### config.mk
export PLATFORM = sky130hd
export DESIGN_NAME = wr_txn_tracker_flat
export DESIGN_NICKNAME = d
export VERILOG_FILES = /design/src/rtl/axi_monitor_pkg.sv /design/src/rtl/wr_txn_tracker_if.sv /design/src/rtl/tmo_budget_cnt.sv /design/src/rtl/wr_txn_tracker.sv /design/src/flat_wrapper.sv
export SDC_FILE = /design/constraint.sdc
export NUM_CORES = 1
export LEC_CHECK = 0
export ABC_CLOCK_PERIOD_IN_PS = 3500
export BUFFER_PORTS_ARGS = -buffer_cell sky130_fd_sc_hd__buf_2
export CAP_MARGIN = 20
export CORE_AREA = 4 4 76 130
export CTS_CLUSTER_SIZE = 10
export DETAILED_ROUTE_END_ITERATION = 7
export DIE_AREA = 0 0 80 134
export GPL_ROUTABILITY_DRIVEN = 0
export GPL_TIMING_DRIVEN = 0
export PLACE_DENSITY_LB_ADDON = 0.08
export SYNTH_ARGS = -nofsm -noshare
export SYNTH_HDL_FRONTEND = slang
export SYNTH_SLANG_ARGS = --single-unit
### constraint.sdc
create_clock -name clk_i -period 3.5 [get_ports clk_i]
set_input_delay 0.7 -clock clk_i [delete_from_list [all_inputs] [get_ports clk_i]]
set_output_delay 0.7 -clock clk_i [all_outputs]
set_load 0.03 [all_outputs]
### src/rtl/axi_monitor_pkg.sv
// Shared types for the AXI monitor write-slot tracking.
// Contents: write-phase enum, error-flag bit positions, slot snapshot struct.
package axi_monitor_pkg;

    localparam int unsigned CntWidthDef = 10;
    localparam int unsigned IdWidthDef  = 4;
    localparam int unsigned LenWidthDef = 8;

    typedef enum logic [1:0] {
        WR_IDLE    = 2'd0,
        WR_W_FIRST = 2'd1,
        WR_W_LAST  = 2'd2,
        WR_B_WAIT  = 2'd3
    } wr_phase_e;

    // Bit positions inside the sticky error-flag vector
    localparam int unsigned ErrTimeout = 0;
    localparam int unsigned ErrLen     = 1;
    localparam int unsigned ErrProto   = 2;
    localparam int unsigned ErrNum     = 3;

    typedef logic [ErrNum-1:0] wr_err_t;

    // Snapshot of one write slot at default widths, for the monitor top
    typedef struct packed {
        logic                   free;
        logic [IdWidthDef-1:0]  id;
        logic [LenWidthDef-1:0] len;
        logic [LenWidthDef:0]   beats;
        wr_phase_e              phase;
        logic [CntWidthDef-1:0] counter;
        wr_err_t                flags;
    } wr_slot_t;

endpackage

### src/rtl/wr_txn_tracker_if.sv
// Bus bundle between the monitor top (master) and one write slot tracker (slave).
// Master drives tick, allocation, budgets, W/B events and abort; slave returns
// slot status and error flags.
interface wr_txn_tracker_if
    import axi_monitor_pkg::*;
#(
    parameter int unsigned CntWidth = 10,
    parameter int unsigned IdWidth  = 4,
    parameter int unsigned LenWidth = 8
);
    logic                prescaled_en_i;
    logic                alloc_i;
    logic [IdWidth-1:0]  alloc_id_i;
    logic [LenWidth-1:0] alloc_len_i;
    logic [CntWidth-1:0] budget_w_i;
    logic [CntWidth-1:0] budget_last_i;
    logic [CntWidth-1:0] budget_b_i;
    logic                w_beat_i;
    logic                w_last_i;
    logic                b_hs_i;
    logic                clear_i;

    logic                free_o;
    logic [IdWidth-1:0]  id_o;
    wr_phase_e           phase_o;
    logic [CntWidth-1:0] counter_o;
    logic                timeout_o;
    logic                len_err_o;
    logic                proto_err_o;
    logic                alloc_err_o;

    modport master (
        output prescaled_en_i, alloc_i, alloc_id_i, alloc_len_i,
               budget_w_i, budget_last_i, budget_b_i,
               w_beat_i, w_last_i, b_hs_i, clear_i,
        input  free_o, id_o, phase_o, counter_o,
               timeout_o, len_err_o, proto_err_o, alloc_err_o
    );

    modport slave (
        input  prescaled_en_i, alloc_i, alloc_id_i, alloc_len_i,
               budget_w_i, budget_last_i, budget_b_i,
               w_beat_i, w_last_i, b_hs_i, clear_i,
        output free_o, id_o, phase_o, counter_o,
               timeout_o, len_err_o, proto_err_o, alloc_err_o
    );

endinterface

### src/rtl/tmo_budget_cnt.sv
// Load / tick / saturating-decrement budget counter.
// Ports: clk_i, rst_ni (async active-low), clr (force to 0), load + load_val
// (reload), tick (decrement request), count (registered value),
// expired_c (combinational: a tick landed on an empty budget).
// Priority: clr > load > tick.
module tmo_budget_cnt #(
    parameter int unsigned CntWidth = 10
) (
    input  logic                clk_i,
    input  logic                rst_ni,
    input  logic                clr,
    input  logic                load,
    input  logic [CntWidth-1:0] load_val,
    input  logic                tick,
    output logic [CntWidth-1:0] count,
    output logic                expired_c
);

    logic tick_eff;

    assign tick_eff  = tick && !clr && !load;
    assign expired_c = tick_eff && (count == '0);

    // Counter register; saturates at zero
    always_ff @(posedge clk_i or negedge rst_ni) begin
        if (!rst_ni) begin
            count <= '0;
        end else if (clr) begin
            count <= '0;
        end else if (load) begin
            count <= load_val;
        end else if (tick_eff && (count != '0)) begin
            count <= count - CntWidth'(1);
        end
    end

endmodule

### src/rtl/wr_txn_tracker.sv
// Per-slot write-transaction watchdog: follows AW -> W beats -> B for one
// outstanding-write slot, runs a prescaled budget per phase and raises sticky
// timeout / length / protocol flags plus an alloc-while-busy pulse.
// Ports: clk_i, rst_ni (async active-low), bus (wr_txn_tracker_if.slave):
//   inputs  prescaled_en_i, alloc_i/_id_i/_len_i, budget_w/_last/_b_i,
//           w_beat_i, w_last_i, b_hs_i, clear_i
//   outputs free_o, id_o, phase_o, counter_o, timeout_o, len_err_o,
//           proto_err_o, alloc_err_o (all registered)
module wr_txn_tracker
    import axi_monitor_pkg::*;
#(
    parameter int unsigned CntWidth = 10,
    parameter int unsigned IdWidth  = 4,
    parameter int unsigned LenWidth = 8
) (
    input  logic             clk_i,
    input  logic             rst_ni,
    wr_txn_tracker_if.slave  bus
);

    localparam int unsigned BeatWidth = LenWidth + 1;

    wr_phase_e            phase_q, phase_d;
    logic [IdWidth-1:0]   id_q, id_d;
    logic [LenWidth-1:0]  len_q, len_d;
    logic [BeatWidth-1:0] beats_q, beats_d;
    wr_err_t              flags_q, flags_d;
    logic                 free_q, free_d;
    logic                 alloc_err_q, alloc_err_d;

    logic                 busy_c;
    logic [BeatWidth-1:0] beat_next_c;
    logic [BeatWidth-1:0] len_ref_c;
    logic                 len_bad_c;

    logic                 cnt_clr, cnt_load, cnt_tick, cnt_expired_c;
    logic [CntWidth-1:0]  cnt_load_val, cnt_value;

    assign busy_c = (phase_q != WR_IDLE);

    // Beat count after the current beat (first beat when allocating); saturates
    assign beat_next_c = !busy_c ? BeatWidth'(1)
                       : ((beats_q == '1) ? beats_q : beats_q + BeatWidth'(1));
    assign len_ref_c   = !busy_c ? BeatWidth'(bus.alloc_len_i) + BeatWidth'(1)
                       : BeatWidth'(len_q) + BeatWidth'(1);
    assign len_bad_c   = bus.w_last_i ? (beat_next_c != len_ref_c)
                                      : (beat_next_c > len_ref_c);

    // Budget decrements only in busy phases; reload/clear suppress it inside the counter
    assign cnt_tick = bus.prescaled_en_i && busy_c;

    tmo_budget_cnt #(
        .CntWidth (CntWidth)
    ) u_budget (
        .clk_i     (clk_i),
        .rst_ni    (rst_ni),
        .clr       (cnt_clr),
        .load      (cnt_load),
        .load_val  (cnt_load_val),
        .tick      (cnt_tick),
        .count     (cnt_value),
        .expired_c (cnt_expired_c)
    );

    // State register
    always_ff @(posedge clk_i or negedge rst_ni) begin
        if (!rst_ni) begin
            phase_q     <= WR_IDLE;
            id_q        <= '0;
            len_q       <= '0;
            beats_q     <= '0;
            flags_q     <= '0;
            free_q      <= 1'b1;
            alloc_err_q <= 1'b0;
        end else begin
            phase_q     <= phase_d;
            id_q        <= id_d;
            len_q       <= len_d;
            beats_q     <= beats_d;
            flags_q     <= flags_d;
            free_q      <= free_d;
            alloc_err_q <= alloc_err_d;
        end
    end

    // Next-phase logic
    always_comb begin
        phase_d = phase_q;
        if (bus.clear_i) begin
            phase_d = WR_IDLE;
        end else begin
            unique case (phase_q)
                WR_IDLE: begin
                    if (bus.alloc_i) begin
                        if (!bus.w_beat_i)     phase_d = WR_W_FIRST;
                        else if (bus.w_last_i) phase_d = WR_B_WAIT;
                        else                   phase_d = WR_W_LAST;
                    end
                end
                WR_W_FIRST, WR_W_LAST: begin
                    // B before WLAST ends the slot as a protocol error
                    if (bus.b_hs_i)          phase_d = WR_IDLE;
                    else if (bus.w_beat_i)   phase_d = bus.w_last_i ? WR_B_WAIT : WR_W_LAST;
                end
                WR_B_WAIT: begin
                    if (bus.b_hs_i) phase_d = WR_IDLE;
                end
                default: phase_d = WR_IDLE;
            endcase
        end
    end

    // Datapath, flag and budget-control logic
    always_comb begin
        id_d         = id_q;
        len_d        = len_q;
        beats_d      = beats_q;
        flags_d      = flags_q;
        cnt_clr      = 1'b0;
        cnt_load     = 1'b0;
        cnt_load_val = '0;
        alloc_err_d  = bus.alloc_i && busy_c;
        free_d       = (phase_d == WR_IDLE);

        if (bus.clear_i) begin
            cnt_clr = 1'b1;
        end else begin
            unique case (phase_q)
                WR_IDLE: begin
                    if (bus.alloc_i) begin
                        id_d     = bus.alloc_id_i;
                        len_d    = bus.alloc_len_i;
                        beats_d  = '0;
                        flags_d  = '0;
                        cnt_load = 1'b1;
                        if (!bus.w_beat_i) begin
                            cnt_load_val = bus.budget_w_i;
                        end else begin
                            beats_d         = beat_next_c;
                            flags_d[ErrLen] = len_bad_c;
                            cnt_load_val    = bus.w_last_i ? bus.budget_b_i : bus.budget_last_i;
                        end
                    end
                end
                WR_W_FIRST, WR_W_LAST: begin
                    if (bus.b_hs_i) begin
                        flags_d[ErrProto] = 1'b1;
                        cnt_clr           = 1'b1;
                    end else if (bus.w_beat_i) begin
                        beats_d         = beat_next_c;
                        flags_d[ErrLen] = flags_q[ErrLen] | len_bad_c;
                        cnt_load        = 1'b1;
                        cnt_load_val    = bus.w_last_i ? bus.budget_b_i : bus.budget_last_i;
                    end
                end
                WR_B_WAIT: begin
                    if (bus.b_hs_i) cnt_clr = 1'b1;
                end
                default: cnt_clr = 1'b1;
            endcase
        end

        if (cnt_expired_c) flags_d[ErrTimeout] = 1'b1;
    end

    assign bus.free_o      = free_q;
    assign bus.id_o        = id_q;
    assign bus.phase_o     = phase_q;
    assign bus.counter_o   = cnt_value;
    assign bus.timeout_o   = flags_q[ErrTimeout];
    assign bus.len_err_o   = flags_q[ErrLen];
    assign bus.proto_err_o = flags_q[ErrProto];
    assign bus.alloc_err_o = alloc_err_q;

endmodule

### src/flat_wrapper.sv
// flat-port wrapper written by rule: the top's interface ports become plain ports
module wr_txn_tracker_flat import axi_monitor_pkg::*;
#(
    parameter int unsigned CntWidth = 10,
    parameter int unsigned IdWidth  = 4,
    parameter int unsigned LenWidth = 8
)
  (clk_i, rst_ni, bus_prescaled_en_i, bus_alloc_i, bus_alloc_id_i, bus_alloc_len_i, bus_budget_w_i, bus_budget_last_i, bus_budget_b_i, bus_w_beat_i, bus_w_last_i, bus_b_hs_i, bus_clear_i, bus_free_o, bus_id_o, bus_phase_o, bus_counter_o, bus_timeout_o, bus_len_err_o, bus_proto_err_o, bus_alloc_err_o);
  wr_txn_tracker_if #(.CntWidth(CntWidth), .IdWidth(IdWidth), .LenWidth(LenWidth)) bus_i ();
  input  logic clk_i;
  input  logic rst_ni;
  input wire logic [$bits(bus_i.prescaled_en_i)-1:0] bus_prescaled_en_i;
  input wire logic [$bits(bus_i.alloc_i)-1:0] bus_alloc_i;
  input wire logic [$bits(bus_i.alloc_id_i)-1:0] bus_alloc_id_i;
  input wire logic [$bits(bus_i.alloc_len_i)-1:0] bus_alloc_len_i;
  input wire logic [$bits(bus_i.budget_w_i)-1:0] bus_budget_w_i;
  input wire logic [$bits(bus_i.budget_last_i)-1:0] bus_budget_last_i;
  input wire logic [$bits(bus_i.budget_b_i)-1:0] bus_budget_b_i;
  input wire logic [$bits(bus_i.w_beat_i)-1:0] bus_w_beat_i;
  input wire logic [$bits(bus_i.w_last_i)-1:0] bus_w_last_i;
  input wire logic [$bits(bus_i.b_hs_i)-1:0] bus_b_hs_i;
  input wire logic [$bits(bus_i.clear_i)-1:0] bus_clear_i;
  output wire logic [$bits(bus_i.free_o)-1:0] bus_free_o;
  output wire logic [$bits(bus_i.id_o)-1:0] bus_id_o;
  output wire logic [$bits(bus_i.phase_o)-1:0] bus_phase_o;
  output wire logic [$bits(bus_i.counter_o)-1:0] bus_counter_o;
  output wire logic [$bits(bus_i.timeout_o)-1:0] bus_timeout_o;
  output wire logic [$bits(bus_i.len_err_o)-1:0] bus_len_err_o;
  output wire logic [$bits(bus_i.proto_err_o)-1:0] bus_proto_err_o;
  output wire logic [$bits(bus_i.alloc_err_o)-1:0] bus_alloc_err_o;
  assign bus_i.prescaled_en_i = bus_prescaled_en_i;
  assign bus_i.alloc_i = bus_alloc_i;
  assign bus_i.alloc_id_i = bus_alloc_id_i;
  assign bus_i.alloc_len_i = bus_alloc_len_i;
  assign bus_i.budget_w_i = bus_budget_w_i;
  assign bus_i.budget_last_i = bus_budget_last_i;
  assign bus_i.budget_b_i = bus_budget_b_i;
  assign bus_i.w_beat_i = bus_w_beat_i;
  assign bus_i.w_last_i = bus_w_last_i;
  assign bus_i.b_hs_i = bus_b_hs_i;
  assign bus_i.clear_i = bus_clear_i;
  assign bus_free_o = bus_i.free_o;
  assign bus_id_o = bus_i.id_o;
  assign bus_phase_o = bus_i.phase_o;
  assign bus_counter_o = bus_i.counter_o;
  assign bus_timeout_o = bus_i.timeout_o;
  assign bus_len_err_o = bus_i.len_err_o;
  assign bus_proto_err_o = bus_i.proto_err_o;
  assign bus_alloc_err_o = bus_i.alloc_err_o;
  wr_txn_tracker #(.CntWidth(CntWidth), .IdWidth(IdWidth), .LenWidth(LenWidth)) u_core (.clk_i(clk_i), .rst_ni(rst_ni), .bus(bus_i));
endmodule
==> results of run 1 <==
==> layout make-up <==
| class | instances | share of cell area |
|---|---|---|
| multi-input cells | 240 | 0.4952 |
| inverters | 11 | 0.01181 |
| repair buffers | 70 | 0.1009 |
| plain buffers | 14 | 0.02111 |
| clock buffers | 6 | 0.03971 |
| well taps | 117 | 0.04186 |
| clock inverters | 2 | 0.01717 |
| flip-flops and latches | 38 | 0.2723 |
==> cell usage after synthesis (all sizes together), types with 2 or more instances <==
cell,instances,area share
and3,2,0.0045
nor2,44,0.060
xor2,12,0.038
a22o,4,0.013
nand3,7,0.013
a31oi,3,0.0068
a32oi,3,0.0095
ha,13,0.059
and2,2,0.0045
or2,2,0.0045
nor2b,6,0.014
and4,2,0.0063
xnor2,8,0.025
mux2i,15,0.054
o21ai,8,0.014
nand2b,2,0.0072
a21oi,27,0.049
mux2,13,0.053
buf,6,0.014
nand3b,3,0.0082
clkbuf,8,0.011
a221oi,2,0.013
inv,11,0.015
nand2,21,0.029
or3,2,0.0045
nand4,3,0.0091
a32o,3,0.011
dfrtp,37,0.34
nor3,5,0.011
a211oi,12,0.034
nand4b,2,0.012
==> routing by layer <==
metal	share of wire	vias to the layer above	global-route usage
met5	0	-	0
met1	0.36	1187	0.1553
met4	0.026	0	0.06015
met3	0.043	12	0.02688
li1	-	1249	-
met2	0.57	61	0.3063
==> registers in the layout, summed over array words and instances, names as in the netlist <==
| signal | flops |
|---|---|
| u_core.beats_q | 9 |
| u_core.u_budget.count | 10 |
| u_core.bus.id_o | 4 |
| u_core.bus.free_o | 1 |
| u_core.flags_q | 3 |
| u_core.bus.alloc_err_o | 1 |
| u_core.len_q | 8 |
| u_core.bus.phase_o | 2 |
==> cell families after synthesis <==
group,after synthesis,synth area share
compound gates,70,0.1807
xor+xnor,20,0.06341
fa+ha+maj,14,0.06250
buf+inv,25,0.03940
flops,38,0.3447
mux,28,0.1073
simple gates,108,0.2020
==> path summary, 6_finish.rpt <==
check / end / startpoint / slack, ns
min reg2reg: u_core.bus.id_o[3]$_DFFE_PN0P_ / u_core.bus.id_o[3]$_DFFE_PN0P_ / 0.49
max: u_core.flags_q[1]$_DFFE_PN0P_ / u_core.bus.phase_o[0]$_DFF_PN0_ / 0.14
min in group asynchronous: u_core.beats_q[0]$_DFFE_PN0P_ / rst_ni / 0.55
max in group asynchronous: u_core.len_q[7]$_DFFE_PN0P_ / rst_ni / 2.39
max reg2reg: u_core.flags_q[1]$_DFFE_PN0P_ / u_core.bus.phase_o[0]$_DFF_PN0_ / 0.14
min: u_core.bus.id_o[3]$_DFFE_PN0P_ / u_core.bus.id_o[3]$_DFFE_PN0P_ / 0.49
==> repair_timing <==
item,4_1_cts,5_1_grt
setup buffers,0,1
resized for setup,1,7
gates cloned,0,0
setup endpoints to repair,1,1
==> through the flow <==
step,instance area [um^2],TNS [ns]
floorplan,2763,0
global placement,3254,-0.1207
detailed placement,3254,-0.1208
CTS,3455,0
global route,3497,0
finish,3497,0
==> power breakdown <==
| group | leakage, nW | total (mW) | internal [mW] | switching (mW) |
|---|---|---|---|---|
| combinational | 1.01 | 0.576 | 0.234 | 0.341 |
| clock | 0.0971 | 0.624 | 0.428 | 0.195 |
| sequential | 0.491 | 0.575 | 0.508 | 0.0667 |
==> reports/metrics.cfg, run 1 <==
[yosys]
ys_async_sr_fraction = 1.000
syn_nets = 366
avgSynthCellArea_um2 = 9.118
syn_area_mm2 = 0.002763
synth.ff_latch_count = 38
yosysWarningCount = 0
ys_types = 58
postSynthCellCount = 303
synth-edff-count = 0
ys.flop_type = dfrtp_1
synth-seq-area-share = 0.3447

[place]
dp_cells = 489
dpl_worst_slack_ns = -0.1208
post-dp-hpwl_um = 6302
numPortBuffers = 69

[layout]
area_delta_synth_final_pct = 26.58
antenna_cells = 0
nFillCells = 929
nets = 443
final_cell_count_no_fill = 498
register_area_um2 = 952.2
drive_above_1_share = 0.2756
fin_util = 0.3981
layout_common_cells = buf_2, nor2_1, dfrtp_1
final_common_cell = buf_2
multi_input_area_mm2 = 0.001732

[pwr]
p_total_mw = 1.775
power_leakage_nw = 1.601
power_density_mw_per_mm2 = 507.4
vdd_drop_max_mv = 0.2257

[critical_path]
reg2regPathDepth = 15
required_ns = 3.70
cp_slowest_stage_delay_ns = 0.45
critical_path.slowest_cell = dfrtp_1
cp.depth = 15
start_kind = register
crit_path_end_kind = register
critPathKind = register to register
path_cells = inv_1, ha_1, buf_6, buf_6, mux2i_4, inv_1, ha_1, nand4_1, a21oi_1, xor2_1, ha_1, and4_1, nand2_1, or3_1, a32oi_1
crit_arrival_ns = 3.56
path_delay_family = simple AND/OR/NAND/NOR gates
cp_num_buf_inv = 4
crit_path_frequent_cell = ha_1
crit_path_max_fanout = 10

[sta]
worst_pin_slew_ns = 0.9089
hold_viol = 0
timing.fmax_mhz = 297.6
slew_headroom = 0.3941
grt_setup_unrepaired = false
maxSlewViolCount = 0
min_period_ns = 3.360
fin_skew_ns = 0.003822
fin_crit_sh = 0.9601
setup_viol = 0
setup_slack_ns = 0.1398
finalHoldWorstSlack_ns = 0.4928

[detailed_routing]
num_vias = 2509
route.detailed.drc = 0
drt_iter0_markers = 79
vias_per_cell = 5.038
wire_per_inst_um = 16.09
drtAntennaViolNets = 0
drtPass1Iterations = 4
finalWirelength_um = 8013

[cts]
cts.clk_slew.worst_paths_ns = 0.06
cts_tree = done
clk_latency_ns = 0.29
cts_hold_buf = 0
cts_root_buf = clkbuf_16
cts_buffers = 5
htreeDepth = 2
clock_sinks = 38
clockBufferDepth = 2

[die]
core_area_mm2 = 0.008783
start_util = 0.3145
rows = 45
die_area_mm2 = 0.01072
die_w_um = 80
die_h_um = 134
io_pins = 71

[global_routing]
grt_max_degree = 39
grt_usage = 0.1558
antenna_found_initial = 0
overflow = 0
grt_pass1_wl_um = 12900
grt_pass1_vias = 2606

[run]
cap_viol_max_count = 0

[outcome]
status = finished clean

[hold_path]
hold_path_class = register to register
hold_path_depth = 1

Power figures use the tool's default switching activity.
==> run 2: changes to the inputs <==
Settings changed: CORE_AREA 4 4 76 130 to 2 2 74 128, DIE_AREA 0 0 80 134 to 0 0 76 130.
==> reports/metrics.cfg, run 2 (synthesis results as in run 1) <==
[critical_path]
rr_startpoint = u_core.bus.phase_o[0]$_DFF_PN0_
critPathCapture = u_core.flags_q[1]$_DFFE_PN0P_
critPathKind = register to register
rrSetupSlack_ns = 0.23
crit_arrival_ns = 3.47
start_kind = register
crit_path_max_fanout = 10
crit_path_end_kind = register
crit_path_start = u_core.bus.phase_o[0]$_DFF_PN0_
required_ns = 3.70
r2r_end = u_core.flags_q[1]$_DFFE_PN0P_
reg2regPathDepth = 15

[sta]
fin_crit_sh = 0.9341
min_period_ns = 3.269
grt_setup_unrepaired = false
slew_headroom = 0.3983
timing.fmax_mhz = 305.9
worst_pin_slew_ns = 0.9026
setup_viol = 0
fin_skew_ns = 0.002822
maxSlewViolCount = 0
finalHoldWorstSlack_ns = 0.4892
tns_ns = 0
hold_viol = 0

[outcome]
status = finished clean

[cts]
clock_sinks = 38
cts_tree = done
cts_buffers = 5
htreeDepth = 2
cts_root_buf = clkbuf_16
cts_setup_buffers = 0
cts_hold_buf = 0
cts.clk_slew.worst_paths_ns = 0.06
clockBufferDepth = 2
clk_latency_ns = 0.28

[layout]
top_regs = u_core.u_budget.count: 10 flops, u_core.beats_q: 9 flops, u_core.len_q: 8 flops
final_cell_count_no_fill = 500
regMostFlops = u_core.u_budget.count
largest_reg_flops = 10
fin_util = 0.3858
drive_above_1_share = 0.2789
multi_input_area_mm2 = 0.001734
layout_common_cells = buf_2, nor2_1, dfrtp_1
fin_area_mm2 = 0.003442
register_area_um2 = 953.4
final_common_cell = buf_2
area_delta_synth_final_pct = 24.59
nFillCells = 937
antenna_cells = 0
nets = 442

[place]
dp_cells = 492
placed_cell_area_mm2 = 0.003258
numPortBuffers = 69
post-dp-hpwl_um = 6301

[global_routing]
grt_pass1_wl_um = 13080
grt_use_met3 = 0.02905
antenna_found_initial = 0
grt_pass1_vias = 2649
use_met1 = 0.1586
grt_usage = 0.1693
overflow = 0
met2_usage = 0.3556
top_usage_layer = met2
grt_max_degree = 39

[die]
io_pins = 71
die_w_um = 76
start_util = 0.3097
core_area_mm2 = 0.008921
rows = 46
die_area_mm2 = 0.009880
die_h_um = 130

[pwr]
p_sw_frac = 0.3742
clockPowerShare = 0.283
power_density_mw_per_mm2 = 465.8
p_switching_mw = 0.5999
p_comb_frac = 0.359
power_leakage_nw = 1.560
vdd_drop_max_mv = 0.2336
intPower_mw = 1.003
power_frac_seq = 0.359

[run]
cap_viol_max_count = 0

[detailed_routing]
drtPass1Iterations = 4
num_vias = 2526
drt_iter0_markers = 96
wire_per_inst_um = 15.90
vias_per_cell = 5.052
route.detailed.drc = 0
finalWirelength_um = 7950
drtAntennaViolNets = 0

[hold_path]
hold_path_class = register to register
hold_path_depth = 1

-- run 2: worst min path at each step --
| stage | start | end | slack, ns |
|---|---|---|---|
| after floorplan | rst_ni | u_core.beats_q[0]$_DFFE_PN0P_ | 0.40 |
| after global placement | u_core.bus.id_o[3]$_DFFE_PN0P_ | u_core.bus.id_o[3]$_DFFE_PN0P_ | 0.47 |
| after detailed placement | u_core.bus.id_o[3]$_DFFE_PN0P_ | u_core.bus.id_o[3]$_DFFE_PN0P_ | 0.48 |
| after CTS | u_core.bus.id_o[3]$_DFFE_PN0P_ | u_core.bus.id_o[3]$_DFFE_PN0P_ | 0.49 |
| after global routing | u_core.bus.id_o[2]$_DFFE_PN0P_ | u_core.bus.id_o[2]$_DFFE_PN0P_ | 0.52 |
| final | u_core.bus.id_o[3]$_DFFE_PN0P_ | u_core.bus.id_o[3]$_DFFE_PN0P_ | 0.49 |
-- run 2: layer usage --
layer | part of all wire | vias up
met1 | 0.36 | 1226
met2 | 0.59 | 51
met3 | 0.033 | 10
li1 | - | 1239
met4 | 0.024 | 0
met5 | 0 | -
-- run 2: critical path: stages (launching register included) --
cell and delay, ns:
dfrtp_2 0.44, inv_1 0.09, ha_1 0.16, buf_6 0.14, buf_6 0.18, mux2i_2 0.27, inv_1 0.07, ha_1 0.24
nand4b_1 0.16, a21oi_2 0.09, xor2_1 0.17, ha_1 0.30, and4_1 0.22, nand2_1 0.09, or3_1 0.38, a32oi_1 0.19
-- run 2: per-stage QoR --
stage	total power, mW	setup WS [ns]
6_report	1.603	0.2306
3_5_place_dp	1.147	-0.08972
3_3_place_gp	1.142	-0.09996
5_1_grt	1.715	0.02202
2_1_floorplan	0.9717	0.3402
4_1_cts	1.613	0.07436
-- run 2: repair_timing --
item | in CTS | in global routing
endpoints found under the setup margin | 1 | 1
cloned | 0 | 0
resized for setup | 1 | 9
-- run 2: final cells by class --
type | instances | share of cell area
Multi-Input combinational cell | 240 | 0.5038
Sequential cell | 38 | 0.2770
Timing Repair Buffer | 69 | 0.1003
Tap cell | 120 | 0.04362
Clock buffer | 6 | 0.03744
Buffer | 14 | 0.02145
Inverter | 11 | 0.01200
Clock inverter | 2 | 0.004362
-- run 2: power by group through the flow --
stage                     clock network, mW  registers [mW]  logic, mW
after global routing                  0.491           0.586      0.638
after detailed placement                  0           0.580      0.567
after floorplan                           0           0.642      0.330
after CTS                             0.471           0.572      0.570
final                                 0.453           0.575      0.575
after global placement                    0           0.580      0.561
